===== src/rtl/apb_master_bridge_if.sv =====
// Bundle of the core request/response channels and the APB4 master port.
// "master" is the bridge's view; "slave" is the environment's view (core + APB slave).
interface apb_master_bridge_if #(
    parameter int unsigned ADDR_WIDTH = 32,
    parameter int unsigned DATA_WIDTH = 32
);
    localparam int unsigned STRB = DATA_WIDTH / 8;

    // Core request channel
    logic                  req_valid;
    logic                  req_ready;
    logic [ADDR_WIDTH-1:0] req_addr;
    logic                  req_write;
    logic [DATA_WIDTH-1:0] req_wdata;
    logic [STRB-1:0]       req_wstrb;
    logic [2:0]            req_prot;

    // Core response channel
    logic                  rsp_valid;
    logic                  rsp_ready;
    logic [DATA_WIDTH-1:0] rsp_rdata;
    logic                  rsp_err;

    // APB4 master port
    logic [ADDR_WIDTH-1:0] apb_paddr;
    logic [2:0]            apb_pprot;
    logic                  apb_psel;
    logic                  apb_penable;
    logic                  apb_pwrite;
    logic [DATA_WIDTH-1:0] apb_pwdata;
    logic [STRB-1:0]       apb_pstrb;
    logic [DATA_WIDTH-1:0] apb_prdata;
    logic                  apb_pready;
    logic                  apb_pslverr;

    modport master (
        input  req_valid, req_addr, req_write, req_wdata, req_wstrb, req_prot,
        output req_ready,
        output rsp_valid, rsp_rdata, rsp_err,
        input  rsp_ready,
        output apb_paddr, apb_pprot, apb_psel, apb_penable, apb_pwrite, apb_pwdata, apb_pstrb,
        input  apb_prdata, apb_pready, apb_pslverr
    );

    modport slave (
        output req_valid, req_addr, req_write, req_wdata, req_wstrb, req_prot,
        input  req_ready,
        input  rsp_valid, rsp_rdata, rsp_err,
        output rsp_ready,
        input  apb_paddr, apb_pprot, apb_psel, apb_penable, apb_pwrite, apb_pwdata, apb_pstrb,
        output apb_prdata, apb_pready, apb_pslverr
    );
endinterface


===== src/rtl/apb_master_bridge.sv =====
// Valid/ready load-store request to APB4 master bridge.
// One outstanding transfer, registered APB outputs, per-transfer ACCESS timeout.
module apb_master_bridge #(
    parameter int unsigned ADDR_WIDTH     = 32,
    parameter int unsigned DATA_WIDTH     = 32,
    parameter int unsigned TIMEOUT_CYCLES = 256
) (
    input logic                clk,
    input logic                rst,
    apb_master_bridge_if.master bus
);
    localparam int unsigned STRB  = DATA_WIDTH / 8;
    localparam int unsigned CNT_W = 16;

    // Clears the sub-word byte offset so paddr is always bus-word aligned.
    localparam logic [ADDR_WIDTH-1:0] AddrMask = ~ADDR_WIDTH'(STRB - 1);
    // Count value at which the last permitted ACCESS cycle expires.
    localparam logic [CNT_W-1:0] TimeoutLast = CNT_W'(TIMEOUT_CYCLES - 1);
    localparam bit TimeoutEn = (TIMEOUT_CYCLES != 0);

    typedef enum logic [1:0] {
        StIdle,
        StSetup,
        StAccess,
        StResp
    } state_e;

    state_e                state_q, state_d;
    logic [CNT_W-1:0]      cnt_q, cnt_d;
    logic                  ready_q, ready_d;
    logic [ADDR_WIDTH-1:0] paddr_q, paddr_d;
    logic [2:0]            pprot_q, pprot_d;
    logic                  pwrite_q, pwrite_d;
    logic [DATA_WIDTH-1:0] pwdata_q, pwdata_d;
    logic [STRB-1:0]       pstrb_q, pstrb_d;
    logic [DATA_WIDTH-1:0] rdata_q, rdata_d;
    logic                  err_q, err_d;

    // State and datapath registers; reset clears every registered output.
    always_ff @(posedge clk or posedge rst) begin
        if (rst) begin
            state_q  <= StIdle;
            cnt_q    <= '0;
            ready_q  <= 1'b0;
            paddr_q  <= '0;
            pprot_q  <= '0;
            pwrite_q <= 1'b0;
            pwdata_q <= '0;
            pstrb_q  <= '0;
            rdata_q  <= '0;
            err_q    <= 1'b0;
        end else begin
            state_q  <= state_d;
            cnt_q    <= cnt_d;
            ready_q  <= ready_d;
            paddr_q  <= paddr_d;
            pprot_q  <= pprot_d;
            pwrite_q <= pwrite_d;
            pwdata_q <= pwdata_d;
            pstrb_q  <= pstrb_d;
            rdata_q  <= rdata_d;
            err_q    <= err_d;
        end
    end

    // Next-state logic: accept, one SETUP cycle, ACCESS until pready or timeout, hold response.
    always_comb begin
        state_d  = state_q;
        cnt_d    = cnt_q;
        paddr_d  = paddr_q;
        pprot_d  = pprot_q;
        pwrite_d = pwrite_q;
        pwdata_d = pwdata_q;
        pstrb_d  = pstrb_q;
        rdata_d  = rdata_q;
        err_d    = err_q;

        case (state_q)
            StIdle: begin
                if (bus.req_valid && ready_q) begin
                    paddr_d  = bus.req_addr & AddrMask;
                    pprot_d  = bus.req_prot;
                    pwrite_d = bus.req_write;
                    // Reads drive no data and no strobes onto the bus.
                    pwdata_d = bus.req_write ? bus.req_wdata : '0;
                    pstrb_d  = bus.req_write ? bus.req_wstrb : '0;
                    cnt_d    = '0;
                    state_d  = StSetup;
                end
            end
            StSetup: begin
                state_d = StAccess;
            end
            StAccess: begin
                if (bus.apb_pready) begin
                    // Read data is returned only for successful reads.
                    rdata_d = (pwrite_q || bus.apb_pslverr) ? '0 : bus.apb_prdata;
                    err_d   = bus.apb_pslverr;
                    state_d = StResp;
                end else if (TimeoutEn && (cnt_q == TimeoutLast)) begin
                    rdata_d = '0;
                    err_d   = 1'b1;
                    state_d = StResp;
                end else if (TimeoutEn) begin
                    cnt_d = cnt_q + CNT_W'(1);
                end
            end
            StResp: begin
                if (bus.rsp_ready) begin
                    state_d = StIdle;
                end
            end
            default: begin
                state_d = StIdle;
            end
        endcase

        // Registered so req_ready stays low while reset is asserted.
        ready_d = (state_d == StIdle);
    end

    // Outputs decoded from the state register or driven straight from captured registers.
    assign bus.req_ready   = ready_q;
    assign bus.rsp_valid   = (state_q == StResp);
    assign bus.rsp_rdata   = rdata_q;
    assign bus.rsp_err     = err_q;
    assign bus.apb_psel    = (state_q == StSetup) || (state_q == StAccess);
    assign bus.apb_penable = (state_q == StAccess);
    assign bus.apb_paddr   = paddr_q;
    assign bus.apb_pprot   = pprot_q;
    assign bus.apb_pwrite  = pwrite_q;
    assign bus.apb_pwdata  = pwdata_q;
    assign bus.apb_pstrb   = pstrb_q;
endmodule


===== src/flat_wrapper.sv =====
// flat-port wrapper written by rule: the top's interface ports become plain ports
module apb_master_bridge_flat 
#(
    parameter int unsigned ADDR_WIDTH     = 32,
    parameter int unsigned DATA_WIDTH     = 32,
    parameter int unsigned TIMEOUT_CYCLES = 256
)
  (clk, rst, bus_req_valid, bus_req_addr, bus_req_write, bus_req_wdata, bus_req_wstrb, bus_req_prot, bus_req_ready, bus_rsp_valid, bus_rsp_rdata, bus_rsp_err, bus_rsp_ready, bus_apb_paddr, bus_apb_pprot, bus_apb_psel, bus_apb_penable, bus_apb_pwrite, bus_apb_pwdata, bus_apb_pstrb, bus_apb_prdata, bus_apb_pready, bus_apb_pslverr);
  apb_master_bridge_if #(.ADDR_WIDTH(ADDR_WIDTH), .DATA_WIDTH(DATA_WIDTH)) bus_i ();
  input logic clk;
  input logic rst;
  input wire logic [$bits(bus_i.req_valid)-1:0] bus_req_valid;
  input wire logic [$bits(bus_i.req_addr)-1:0] bus_req_addr;
  input wire logic [$bits(bus_i.req_write)-1:0] bus_req_write;
  input wire logic [$bits(bus_i.req_wdata)-1:0] bus_req_wdata;
  input wire logic [$bits(bus_i.req_wstrb)-1:0] bus_req_wstrb;
  input wire logic [$bits(bus_i.req_prot)-1:0] bus_req_prot;
  output wire logic [$bits(bus_i.req_ready)-1:0] bus_req_ready;
  output wire logic [$bits(bus_i.rsp_valid)-1:0] bus_rsp_valid;
  output wire logic [$bits(bus_i.rsp_rdata)-1:0] bus_rsp_rdata;
  output wire logic [$bits(bus_i.rsp_err)-1:0] bus_rsp_err;
  input wire logic [$bits(bus_i.rsp_ready)-1:0] bus_rsp_ready;
  output wire logic [$bits(bus_i.apb_paddr)-1:0] bus_apb_paddr;
  output wire logic [$bits(bus_i.apb_pprot)-1:0] bus_apb_pprot;
  output wire logic [$bits(bus_i.apb_psel)-1:0] bus_apb_psel;
  output wire logic [$bits(bus_i.apb_penable)-1:0] bus_apb_penable;
  output wire logic [$bits(bus_i.apb_pwrite)-1:0] bus_apb_pwrite;
  output wire logic [$bits(bus_i.apb_pwdata)-1:0] bus_apb_pwdata;
  output wire logic [$bits(bus_i.apb_pstrb)-1:0] bus_apb_pstrb;
  input wire logic [$bits(bus_i.apb_prdata)-1:0] bus_apb_prdata;
  input wire logic [$bits(bus_i.apb_pready)-1:0] bus_apb_pready;
  input wire logic [$bits(bus_i.apb_pslverr)-1:0] bus_apb_pslverr;
  assign bus_i.req_valid = bus_req_valid;
  assign bus_i.req_addr = bus_req_addr;
  assign bus_i.req_write = bus_req_write;
  assign bus_i.req_wdata = bus_req_wdata;
  assign bus_i.req_wstrb = bus_req_wstrb;
  assign bus_i.req_prot = bus_req_prot;
  assign bus_req_ready = bus_i.req_ready;
  assign bus_rsp_valid = bus_i.rsp_valid;
  assign bus_rsp_rdata = bus_i.rsp_rdata;
  assign bus_rsp_err = bus_i.rsp_err;
  assign bus_i.rsp_ready = bus_rsp_ready;
  assign bus_apb_paddr = bus_i.apb_paddr;
  assign bus_apb_pprot = bus_i.apb_pprot;
  assign bus_apb_psel = bus_i.apb_psel;
  assign bus_apb_penable = bus_i.apb_penable;
  assign bus_apb_pwrite = bus_i.apb_pwrite;
  assign bus_apb_pwdata = bus_i.apb_pwdata;
  assign bus_apb_pstrb = bus_i.apb_pstrb;
  assign bus_i.apb_prdata = bus_apb_prdata;
  assign bus_i.apb_pready = bus_apb_pready;
  assign bus_i.apb_pslverr = bus_apb_pslverr;
  apb_master_bridge #(.ADDR_WIDTH(ADDR_WIDTH), .DATA_WIDTH(DATA_WIDTH), .TIMEOUT_CYCLES(TIMEOUT_CYCLES)) u_core (.clk(clk), .rst(rst), .bus(bus_i));
endmodule

===== config.mk =====
export PLATFORM = sky130hd
export DESIGN_NAME = apb_master_bridge_flat
export DESIGN_NICKNAME = d
export VERILOG_FILES = /design/src/rtl/apb_master_bridge_if.sv /design/src/rtl/apb_master_bridge.sv /design/src/flat_wrapper.sv
export SDC_FILE = /design/constraint.sdc
export NUM_CORES = 1
export LEC_CHECK = 0
export CAP_MARGIN = 20
export CORE_ASPECT_RATIO = 0.9
export CORE_MARGIN = 3
export CORE_UTILIZATION = 45
export CTS_CLUSTER_DIAMETER = 150
export DETAILED_ROUTE_END_ITERATION = 6
export PLACE_DENSITY = 0.85
export SYNTH_ARGS = -nofsm -noshare
export SYNTH_HDL_FRONTEND = slang
export SYNTH_SLANG_ARGS = --single-unit
export TNS_END_PERCENT = 20

===== constraint.sdc =====
create_clock -name clk -period 7.54 [get_ports clk]
set_clock_uncertainty 0.2 [all_clocks]
set_input_delay 1.131 -clock clk [delete_from_list [all_inputs] [get_ports clk]]
set_output_delay 1.131 -clock clk [all_outputs]
set_load 0.02 [all_outputs]

# Word-level counts from Yosys, hierarchy flattened
# Index checks and enable logic that the tools add are counted.
[totals]
elab_cells = 44
latch_bits = 0
rom_bits = 0
register_bits = 122
n_memories = 0
ramBits = 0
[op_classes]
div_mod_pow = 0
multipliers = 0
mux = 16
bitwise_logic = 0
order_cmp = 0
reduce_logical = 10
add_sub_neg = 1
shifts = 0
n_eq_ne = 7
[ops]
columns = ["cell", "n"]
rows = [
  ["$mux 32", 4],
  ["$mux 16", 3],
  ["$pmux 16 s2", 1],
  ["$add 16x1->16 const B", 1],
  ["$eq 16x8->1 const B", 1],
  ["$mux 2", 4],
  ["$pmux 2 s4", 1],
  ["$eq 2x2->1 const B", 2],
  ["$logic_not 2->1", 2],
  ["$mux 4", 1],
  ["$ne 2x2->1 const B", 2],
  ["$reduce_and 2->1", 2],
  ["$reduce_and 4->1", 1],
  ["$reduce_bool 2->1", 2],
  ["$eq 2x1->1 const B", 1],
  ["$logic_or 1x1->1", 2],
  ["$mux 1", 2],
  ["$ne 2x1->1 const B", 1],
  ["$logic_and 1x1->1", 1],
]

# Logic depth before layout (Yosys ltp)
# Gate-level depths: netlist of run 1.
[depth]
depth_word = 5
ltp_mapped = 9
depth_no_buf = 7

# Least setup slack after synthesis of run 1
# OpenSTA, ideal clock, no wires.
[synth_timing]
path_kind = "input to register"
from = "input bus_req_valid"
to = "register u_core.pstrb_q[0], in the netlist u_core.bus.apb_pstrb[0]"
path_slack_ps = 5182
setup_time_ps = 135
arrival_ps = 2023
required_time_ps = 7205
cell_stages = 4
cell_sequence = "nand3_1 -> clkbuf_1 -> clkbuf_1 -> o21ai_0"
[synth_between]
elab_chain_len = 2
[synth_rtl]
columns = ["element", "line_no", "text"]
rows = [
  ["start, declared", "flat_wrapper.sv:12", "input wire logic [$bits(bus_i.req_valid)-1:0] bus_req_valid;"],
  ["$logic_and 1x1->1", "apb_master_bridge.sv:80", "if (bus.req_valid && ready_q) begin"],
  ["$reduce_and 2->1 (no source line)", "--", ""],
  ["end signal, assigned", "apb_master_bridge.sv:60", "pstrb_q <= pstrb_d;"],
  ["end, declared", "apb_master_bridge.sv:35", "logic [STRB-1:0] pstrb_q, pstrb_d;"],
]
# Every way passes these cells.
# A chain may end at the register's enable or synchronous reset.

# Worst setup path in the final report of run 1
[layout_timing]
from = "register u_core.state_q[0]"
to = "output bus_apb_penable"
[layout_between]
elab_chain_len = 1
[layout_rtl]
columns = ["element", "line_no", "text"]
rows = [
  ["start, declared", "apb_master_bridge.sv:28", "state_e state_q, state_d;"],
  ["start signal, assigned", "apb_master_bridge.sv:42", "state_q <= StIdle;"],
  ["start signal, assigned", "apb_master_bridge.sv:53", "state_q <= state_d;"],
  ["$eq 2x2->1", "apb_master_bridge.sv:128", "assign bus.apb_penable = (state_q == StAccess);"],
  ["end, declared", "flat_wrapper.sv:26", "output wire logic [$bits(bus_i.apb_penable)-1:0] bus_apb_penable;"],
]
# Every way passes these cells.

==> results of run 1 <==
[synth_stat cells (2+ instances only)]
cell type                  number  area share, %
sky130_fd_sc_hd__a21oi_1        3           0.30
sky130_fd_sc_hd__a22o_1        33            5.8
sky130_fd_sc_hd__a31o_2         2           0.35
sky130_fd_sc_hd__and2_1         4           0.50
sky130_fd_sc_hd__and3_1         2           0.25
sky130_fd_sc_hd__and4_1         2           0.35
sky130_fd_sc_hd__buf_2          2           0.20
sky130_fd_sc_hd__buf_4          3           0.45
sky130_fd_sc_hd__buf_6          3           0.68
sky130_fd_sc_hd__clkbuf_1      19            1.4
sky130_fd_sc_hd__dfrtp_1      122             61
sky130_fd_sc_hd__ha_1           5            1.3
sky130_fd_sc_hd__inv_1          4           0.30
sky130_fd_sc_hd__mux2_2        34            7.7
sky130_fd_sc_hd__nand2_1       85            6.4
sky130_fd_sc_hd__nand3_1        9           0.90
sky130_fd_sc_hd__nand4_1        5           0.63
sky130_fd_sc_hd__nor2_1        17            1.3
sky130_fd_sc_hd__nor2b_1        2           0.25
sky130_fd_sc_hd__nor3_1         2           0.20
sky130_fd_sc_hd__nor4_1         4           0.50
sky130_fd_sc_hd__nor4b_2        4            1.2
sky130_fd_sc_hd__o21ai_0       39            3.9
sky130_fd_sc_hd__xnor2_1        8            1.4
sky130_fd_sc_hd__xor2_1         5           0.88
[metal layers]
metal,global-route usage (%),vias up
li1,-,1921
met1,26.03,1933
met2,35.82,151
met3,7.635,20
met4,7.371,0
met5,0,-
[final cells by class]
| cell class | count | area, um2 | area share (%) |
|---|---|---|---|
| clock buffer | 17 | 425.4 | 5.408 |
| clock inverter | 15 | 163.9 | 2.084 |
| timing repair buffer | 219 | 2240 | 28.47 |
| sequential | 122 | 3053 | 38.81 |
| tap | 129 | 161.4 | 2.052 |
| inverter | 4 | 17.52 | 0.2227 |
| multi-input combinational | 276 | 1805 | 22.95 |
[worst paths after layout]
kind                                                    endpoint  slack [ps]                                  start  cells past startpoint
setup / recovery                                 bus_apb_penable        4110            u_core.state_q[0]$_DFF_PP0_                      3
hold / removal             u_core.bus.apb_pwdata[16]$_DFFE_PP0P_         280  u_core.bus.apb_pwdata[16]$_DFFE_PP0P_                      2
setup reg to reg             u_core.bus.rsp_rdata[3]$_DFFE_PP0P_        4590            u_core.state_q[0]$_DFF_PP0_                      7
hold reg to reg            u_core.bus.apb_pwdata[16]$_DFFE_PP0P_         280  u_core.bus.apb_pwdata[16]$_DFFE_PP0P_                      2
max in group asynchronous   u_core.bus.apb_paddr[15]$_DFFE_PP0P_        4870                                    rst                      3
min in group asynchronous   u_core.bus.rsp_rdata[10]$_DFFE_PP0P_        1020                                    rst                      2
[power by group through the flow]
stage / logic (mW) / clock network [mW] / registers (mW)
after global routing: 1.69 / 0.846 / 1.16
final: 1.58 / 0.798 / 1.12
after floorplan: 0.446 / 0 / 1.47
after global placement: 1.54 / 0 / 1.11
after CTS: 1.58 / 0.815 / 1.12
after detailed placement: 1.57 / 0 / 1.13
[cell families after synthesis]
| logic type | share of synthesized area [%] |
|---|---|
| compound gates | 11.46 |
| xor+xnor | 2.282 |
| fa+ha+maj | 1.254 |
| buf+inv | 3.060 |
| flops | 61.20 |
| mux | 7.675 |
| other cells | 0.07517 |
| simple gates | 12.99 |
[critical path: cells and delay by family (launching register included)]
family	cells	cell delay, ps
adder cells (fa/ha/maj)	1	460
buffers and inverters	2	840
flip-flops	1	390
[layout by cell type, fill, tap and decap left out, types with 3 or more instances in the layout]
cell                              count
sky130_fd_sc_hd__clkdlybuf4s50_1    214
sky130_fd_sc_hd__dfrtp_1            122
sky130_fd_sc_hd__nand2_1             85
sky130_fd_sc_hd__o21ai_0             39
sky130_fd_sc_hd__mux2_2              34
sky130_fd_sc_hd__a22o_1              33
sky130_fd_sc_hd__nor2_1              17
sky130_fd_sc_hd__clkbuf_16           17
sky130_fd_sc_hd__nand3_1              8
sky130_fd_sc_hd__xnor2_1              8
sky130_fd_sc_hd__inv_6                6
sky130_fd_sc_hd__nand4_1              5
sky130_fd_sc_hd__xor2_1               5
sky130_fd_sc_hd__ha_1                 5
sky130_fd_sc_hd__nor4b_2              4
sky130_fd_sc_hd__and2_1               4
sky130_fd_sc_hd__nor4_1               4
sky130_fd_sc_hd__a21oi_1              3
sky130_fd_sc_hd__inv_1                3
sky130_fd_sc_hd__clkinv_4             3
sky130_fd_sc_hd__buf_16               3
[stage by stage]
step	hold slack (ps)	util [%]	setup WS, ps
after floorplan	264.8	-	2966
after global placement	260.6	68.45	3843
after detailed placement	269.8	68.71	3784
after CTS	282.7	74.32	4103
after global routing	311.5	74.85	4013
final	275.4	74.85	4115
[registers in the layout, summed over array words and instances (netlist names)]
signal	cells
u_core.bus.apb_pwdata	32
u_core.bus.rsp_rdata	32
u_core.bus.apb_paddr	30
u_core.cnt_q	16
u_core.bus.apb_pstrb	4
u_core.bus.apb_pprot	3
u_core.state_q	2
u_core.bus.apb_pwrite	1
u_core.bus.req_ready	1
u_core.bus.rsp_err	1
==> metrics.txt, run 1 <==
# TYPE chip_impl_metric gauge
chip_impl_metric{name="worst-endpoint-arrival",unit="ps"} 2090
chip_impl_metric{name="dpl-instance-area",unit="um2"} 7222
chip_impl_metric{name="finalCriticalPeriod",unit="ps"} 3425
chip_impl_metric{name="route.met3.wl",unit="um"} 1054
chip_impl_metric{name="total_switching_power",unit="mW"} 1.262
chip_impl_metric{name="vias_per_cell",unit=""} 5.147
chip_impl_metric{name="power.density_cell_area",unit="nW/um2"} 444.7
chip_impl_metric{name="final-setup-viol-count",unit=""} 0
chip_impl_metric{name="clock_sinks",unit=""} 122
chip_impl_metric{name="seq_area_frac_synth",unit="%"} 61.20
chip_impl_info{name="critical_path.endpoint_type",value="output port"} 1
chip_impl_metric{name="cts-buffers-inserted",unit=""} 17
chip_impl_metric{name="grt_max_degree",unit=""} 109
chip_impl_metric{name="die_w",unit="um"} 117.0
chip_impl_info{name="slowest_stage",value="sky130_fd_sc_hd__clkdlybuf4s50_1"} 1
chip_impl_metric{name="routed_wl",unit="um"} 13100
chip_impl_metric{name="worst_skew_pair.late_latency",unit="ps"} 400
chip_impl_metric{name="final-instance-count-excl-fill",unit=""} 782
chip_impl_metric{name="dr_wl_met2",unit="um"} 6655
chip_impl_metric{name="synthCells",unit=""} 428
chip_impl_metric{name="max_cap_violations",unit=""} 0
chip_impl_info{name="route.top_layer_used",value="met4"} 1
chip_impl_metric{name="switching_share",unit="%"} 36.09
chip_impl_metric{name="die_area",unit="um2"} 12390
chip_impl_metric{name="drtAntennaViolNets",unit=""} 0
chip_impl_metric{name="vias",unit=""} 4025
chip_impl_metric{name="via_count_of_the_first_global_routing_pass",unit=""} 4073
chip_impl_metric{name="setup_tns",unit="ps"} 0
chip_impl_metric{name="gp_routability_congestion",unit=""} 0.8030
chip_impl_metric{name="detailed_place_hpwl",unit="um"} 9341
chip_impl_info{name="worst_hold_path_type",value="reg -> reg"} 1
chip_impl_metric{name="max-clock-path-buffers",unit=""} 2
chip_impl_metric{name="asyncSetResetFlopFracSynth",unit="%"} 100.0
chip_impl_metric{name="routedLengthMet1",unit="um"} 5156
chip_impl_metric{name="postSynthRegisterBits",unit=""} 122
chip_impl_metric{name="clock_tree.htree_level_count",unit=""} 4
chip_impl_metric{name="detail_route.iter0.violations",unit=""} 322
chip_impl_metric{name="grt_antenna_before_repair",unit=""} 0
chip_impl_metric{name="grtUsageTotal",unit="%"} 21.63
chip_impl_metric{name="yosys_warnings",unit=""} 0
chip_impl_metric{name="grt.overflow.total",unit=""} 0
chip_impl_metric{name="max_freq",unit="MHz"} 291.9
chip_impl_metric{name="synth.lib_cells_used.distinct",unit=""} 35
chip_impl_metric{name="die_h",unit="um"} 105.9
chip_impl_metric{name="post_cts_hold_buffer_count",unit=""} 0
chip_impl_metric{name="slew_at_the_pin_closest_to_its_max_slew_limit",unit="ps"} 1037
chip_impl_metric{name="drt_drc_violations_left",unit=""} 0
chip_impl_metric{name="firstDrtPassIters",unit=""} 4
chip_impl_metric{name="fp-row-count",unit=""} 35
chip_impl_metric{name="synth-edff-count",unit=""} 0
chip_impl_metric{name="floorplan.core_area",unit="um2"} 10510
chip_impl_metric{name="mappedNetlistArea",unit="um2"} 4989
chip_impl_metric{name="share_comb_of_total_power",unit="%"} 45.1
chip_impl_metric{name="layout_worst_path_cycle_share",unit="%"} 45.43
chip_impl_metric{name="area_growth",unit="%"} 57.69
chip_impl_info{name="grt_setup_unrepaired",value="false"} 1
chip_impl_metric{name="ir_worst_vdd",unit="V"} 0.0002280
chip_impl_metric{name="avgRoutedWirePerCell",unit="um"} 16.76
chip_impl_metric{name="timing.final.max_slew_violations",unit=""} 0
chip_impl_metric{name="clock_power_share",unit="%"} 22.8
chip_impl_info{name="yosys_most_used_dff",value="sky130_fd_sc_hd__dfrtp_1"} 1
chip_impl_metric{name="effective_utilization_at_floorplan",unit="%"} 47.46
chip_impl_info{name="status",value="completed"} 1
chip_impl_metric{name="floorplan.io_pins",unit=""} 219
chip_impl_metric{name="number_of_diodes_added_for_antenna_fixing",unit=""} 0
chip_impl_metric{name="critical_path_peak_fanout",unit=""} 11
chip_impl_metric{name="cpPeakStageDelay",unit="ps"} 690
chip_impl_metric{name="static-leakage-power",unit="nW"} 3.447
chip_impl_metric{name="required",unit="ps"} 6210
chip_impl_metric{name="hold_viol_final",unit=""} 0
chip_impl_metric{name="grt_pass1_wl",unit="um"} 20910
chip_impl_metric{name="numPlacedInstances",unit=""} 748
chip_impl_metric{name="share_of_layout_cells_above_drive_strength_1",unit="%"} 12.71
chip_impl_info{name="start_kind",value="flip-flop"} 1
chip_impl_metric{name="report.power.total",unit="mW"} 3.498
chip_impl_metric{name="p_int",unit="mW"} 2.235
chip_impl_metric{name="post_cts.repair.setup_buffers",unit=""} 0
chip_impl_metric{name="stdcell_area",unit="um2"} 7866
chip_impl_info{name="cts_root_buf",value="sky130_fd_sc_hd__clkbuf_16"} 1
chip_impl_metric{name="share_seq_of_total_power",unit="%"} 32.1
chip_impl_info{name="path_class",value="reg -> out"} 1
chip_impl_info{name="cts_tree",value="yes"} 1
chip_impl_metric{name="nNetsFinal",unit=""} 755
chip_impl_metric{name="postSynthAreaPerCell",unit="um2"} 11.66
chip_impl_metric{name="fill_cells",unit=""} 682
chip_impl_metric{name="slew_headroom",unit="%"} 30.90
chip_impl_metric{name="numPortBuffers",unit=""} 214
chip_impl_metric{name="clkSlewWorstSetupHoldPaths",unit="ps"} 50
chip_impl_metric{name="post_cts_resize_count",unit=""} 0
chip_impl_info{name="path_cells",value="inv_1 > ha_1 > clkdlybuf4s50_1"} 1
Note: power is estimated with default switching activity, not from simulation.
==> run 2: changes to the inputs <==
CORE_UTILIZATION = 38   (was 45)
PLACE_DENSITY = 0.76   (was 0.85)
clock period = 3.15 ns   (was 7.54 ns; I/O delays follow)
==> run 2 against run 1 <==
Effect of this change: die area rose by 17%; combinational power rose by 140%; core utilization fell by 13 points; cell area rose by 1.3%; via count rose by 0.50%; clock-buffer cell count did not move; sequential share of layout area fell by 0.51 points.
==> metrics.txt, run 2 (same netlist as run 1, synthesis figures left out) <==
# TYPE chip_impl_metric gauge
chip_impl_info{name="status",value="completed"} 1
chip_impl_metric{name="vias_per_cell",unit=""} 4.939
chip_impl_metric{name="die_h",unit="um"} 114.7
chip_impl_metric{name="timing.final.max_slew_violations",unit=""} 0
chip_impl_info{name="grt_setup_unrepaired",value="false"} 1
chip_impl_metric{name="static-leakage-power",unit="nW"} 3.474
chip_impl_metric{name="clock_sinks",unit=""} 122
chip_impl_metric{name="grtUsageTotal",unit="%"} 18.06
chip_impl_info{name="critPathLaunch",value="u_core.state_q[0]$_DFF_PP0_"} 1
chip_impl_info{name="final_common_cell",value="sky130_fd_sc_hd__clkdlybuf4s50_1"} 1
chip_impl_info{name="path_class",value="reg -> out"} 1
chip_impl_metric{name="grt_pass1_wl",unit="um"} 20850
chip_impl_metric{name="post_cts_resize_count",unit=""} 0
chip_impl_metric{name="nNetsFinal",unit=""} 757
chip_impl_metric{name="numPortBuffers",unit=""} 214
chip_impl_metric{name="finalCriticalPeriod",unit="ps"} 2790
chip_impl_metric{name="grt.overflow.total",unit=""} 0
chip_impl_metric{name="worst-endpoint-arrival",unit="ps"} 2120
chip_impl_info{name="end_of_the_worst_register_to_register_path",value="u_core.bus.rsp_rdata[24]$_DFFE_PP0P_"} 1
chip_impl_info{name="critical_path.endpoint_type",value="output port"} 1
chip_impl_metric{name="detailed_place_hpwl",unit="um"} 9069
chip_impl_metric{name="effective_utilization_at_floorplan",unit="%"} 39.02
chip_impl_metric{name="power.density_cell_area",unit="nW/um2"} 1073
chip_impl_info{name="cts_root_buf",value="sky130_fd_sc_hd__clkbuf_16"} 1
chip_impl_metric{name="dpl-instance-area",unit="um2"} 7295
chip_impl_metric{name="vias",unit=""} 4045
chip_impl_metric{name="die_area",unit="um2"} 14540
chip_impl_metric{name="share_of_layout_cells_above_drive_strength_1",unit="%"} 12.98
chip_impl_metric{name="worst_skew_pair.late_latency",unit="ps"} 400
chip_impl_metric{name="firstDrtPassIters",unit=""} 4
chip_impl_metric{name="layout_worst_path_cycle_share",unit="%"} 88.57
chip_impl_metric{name="post_cts.repair.setup_buffers",unit=""} 0
chip_impl_metric{name="gp_routability_congestion",unit=""} 0.8451
chip_impl_metric{name="routed_wl",unit="um"} 12950
chip_impl_metric{name="critical_path_peak_fanout",unit=""} 11
chip_impl_metric{name="post_cts_hold_buffer_count",unit=""} 0
chip_impl_metric{name="clkSlewWorstSetupHoldPaths",unit="ps"} 60
chip_impl_info{name="cts_tree",value="yes"} 1
chip_impl_metric{name="required",unit="ps"} 2480
chip_impl_metric{name="die_w",unit="um"} 126.8
chip_impl_metric{name="floorplan.io_pins",unit=""} 219
chip_impl_metric{name="detail_route.iter0.violations",unit=""} 269
chip_impl_metric{name="max_cap_violations",unit=""} 0
chip_impl_metric{name="clock_tree.htree_level_count",unit=""} 4
chip_impl_metric{name="slew_headroom",unit="%"} 56.85
chip_impl_metric{name="drt_drc_violations_left",unit=""} 0
chip_impl_metric{name="avgRoutedWirePerCell",unit="um"} 15.81
chip_impl_info{name="start_kind",value="flip-flop"} 1
chip_impl_info{name="crit_end",value="bus_apb_penable"} 1
chip_impl_metric{name="report.power.total",unit="mW"} 8.550
chip_impl_metric{name="floorplan.core_area",unit="um2"} 12780
chip_impl_metric{name="drtAntennaViolNets",unit=""} 0
chip_impl_metric{name="max-clock-path-buffers",unit=""} 2
chip_impl_metric{name="grt_antenna_before_repair",unit=""} 0
chip_impl_metric{name="setup_tns",unit="ps"} 0
chip_impl_metric{name="slew_at_the_pin_closest_to_its_max_slew_limit",unit="ps"} 645.2
chip_impl_metric{name="number_of_diodes_added_for_antenna_fixing",unit=""} 0
chip_impl_metric{name="grt_max_degree",unit=""} 123
chip_impl_metric{name="via_count_of_the_first_global_routing_pass",unit=""} 4086
chip_impl_metric{name="ir_worst_vdd",unit="V"} 0.0006309
chip_impl_metric{name="cts-buffers-inserted",unit=""} 17
chip_impl_metric{name="area_growth",unit="%"} 59.77
chip_impl_metric{name="hold_viol_final",unit=""} 0
chip_impl_metric{name="whs",unit="ps"} 279.0
chip_impl_info{name="worst_hold_path_type",value="reg -> reg"} 1
chip_impl_info{name="layout_common_cells",value="sky130_fd_sc_hd__clkdlybuf4s50_1, sky130_fd_sc_hd__dfrtp_1, sky130_fd_sc_hd__nand2_1, sky130_fd_sc_hd__o21ai_0, sky130_fd_sc_hd__mux2_2"} 1
chip_impl_metric{name="fp-row-count",unit=""} 39
chip_impl_metric{name="cell_count_of_the_worst_reg_to_reg_path",unit=""} 7
chip_impl_info{name="critical_path.reg2reg.startpoint",value="u_core.state_q[0]$_DFF_PP0_"} 1
chip_impl_metric{name="max_freq",unit="MHz"} 358.4
chip_impl_metric{name="stdcell_area",unit="um2"} 7970
chip_impl_metric{name="rrSetupSlack",unit="ps"} 620
chip_impl_metric{name="final-setup-viol-count",unit=""} 0
run 2: cell type report:
type / instances / area, um2
Clock buffer: 17 / 425.4
Clock inverter: 15 / 222.7
Fill cell: 977 / 4815
Inverter: 4 / 18.77
Multi-Input combinational cell: 276 / 1805
Sequential cell: 122 / 3053
Tap cell: 164 / 205.2
Timing Repair Buffer: 221 / 2240
run 2: worst min path at each step:
stage / from / end / cells past startpoint
2_1_floorplan: u_core.cnt_q[1]$_DFFE_PP0P_ / u_core.cnt_q[1]$_DFFE_PP0P_ / 2
3_3_place_gp: u_core.bus.apb_pwdata[0]$_DFFE_PP0P_ / u_core.bus.apb_pwdata[0]$_DFFE_PP0P_ / 2
3_5_place_dp: u_core.bus.apb_pwdata[24]$_DFFE_PP0P_ / u_core.bus.apb_pwdata[24]$_DFFE_PP0P_ / 2
4_1_cts: u_core.bus.apb_pwdata[24]$_DFFE_PP0P_ / u_core.bus.apb_pwdata[24]$_DFFE_PP0P_ / 2
5_1_grt: u_core.bus.apb_pwdata[9]$_DFFE_PP0P_ / u_core.bus.apb_pwdata[9]$_DFFE_PP0P_ / 2
6_report: u_core.bus.apb_pwdata[24]$_DFFE_PP0P_ / u_core.bus.apb_pwdata[24]$_DFFE_PP0P_ / 2
run 2: metal layers:
metal  up-vias  share of wire [%]  wire (um)  track usage [%]
met5         -                  0          0                0
met1      1986                 41       5357            21.78
met2       133                 51       6585            30.08
met4         0                1.2        153            6.076
met3        13                6.6        849            6.670
li1       1913                  -          -                -
run 2: power by group:
part           total (mW)  internal (mW)  switching, mW
Clock                2.11           1.40          0.703
Combinational        3.75           1.89           1.86
Sequential           2.69           2.28          0.407
Total                8.55           5.58           2.97
run 2: worst max-delay path, cell delays in order, from the launching register on:
cell	delay, ps
sky130_fd_sc_hd__dfrtp_1	390
sky130_fd_sc_hd__inv_1	150
sky130_fd_sc_hd__ha_1	460
sky130_fd_sc_hd__clkdlybuf4s50_1	710
run 2: per-stage QoR:
step           utilization (%)  cells  worst slack (ps)
2_1_floorplan                -    429             896.8
3_3_place_gp             57.06    786             550.4
3_5_place_dp             57.06    786             471.6
4_1_cts                  62.13    818             336.9
5_1_grt                  62.34    819             259.2
6_report                 62.34    819             360.2
==> run 3: changes to the inputs <==
SLEW_MARGIN = 10   (was default)
==> results of run 3 <==
The final DEF is identical to that of run 2; final timing and power are the same.
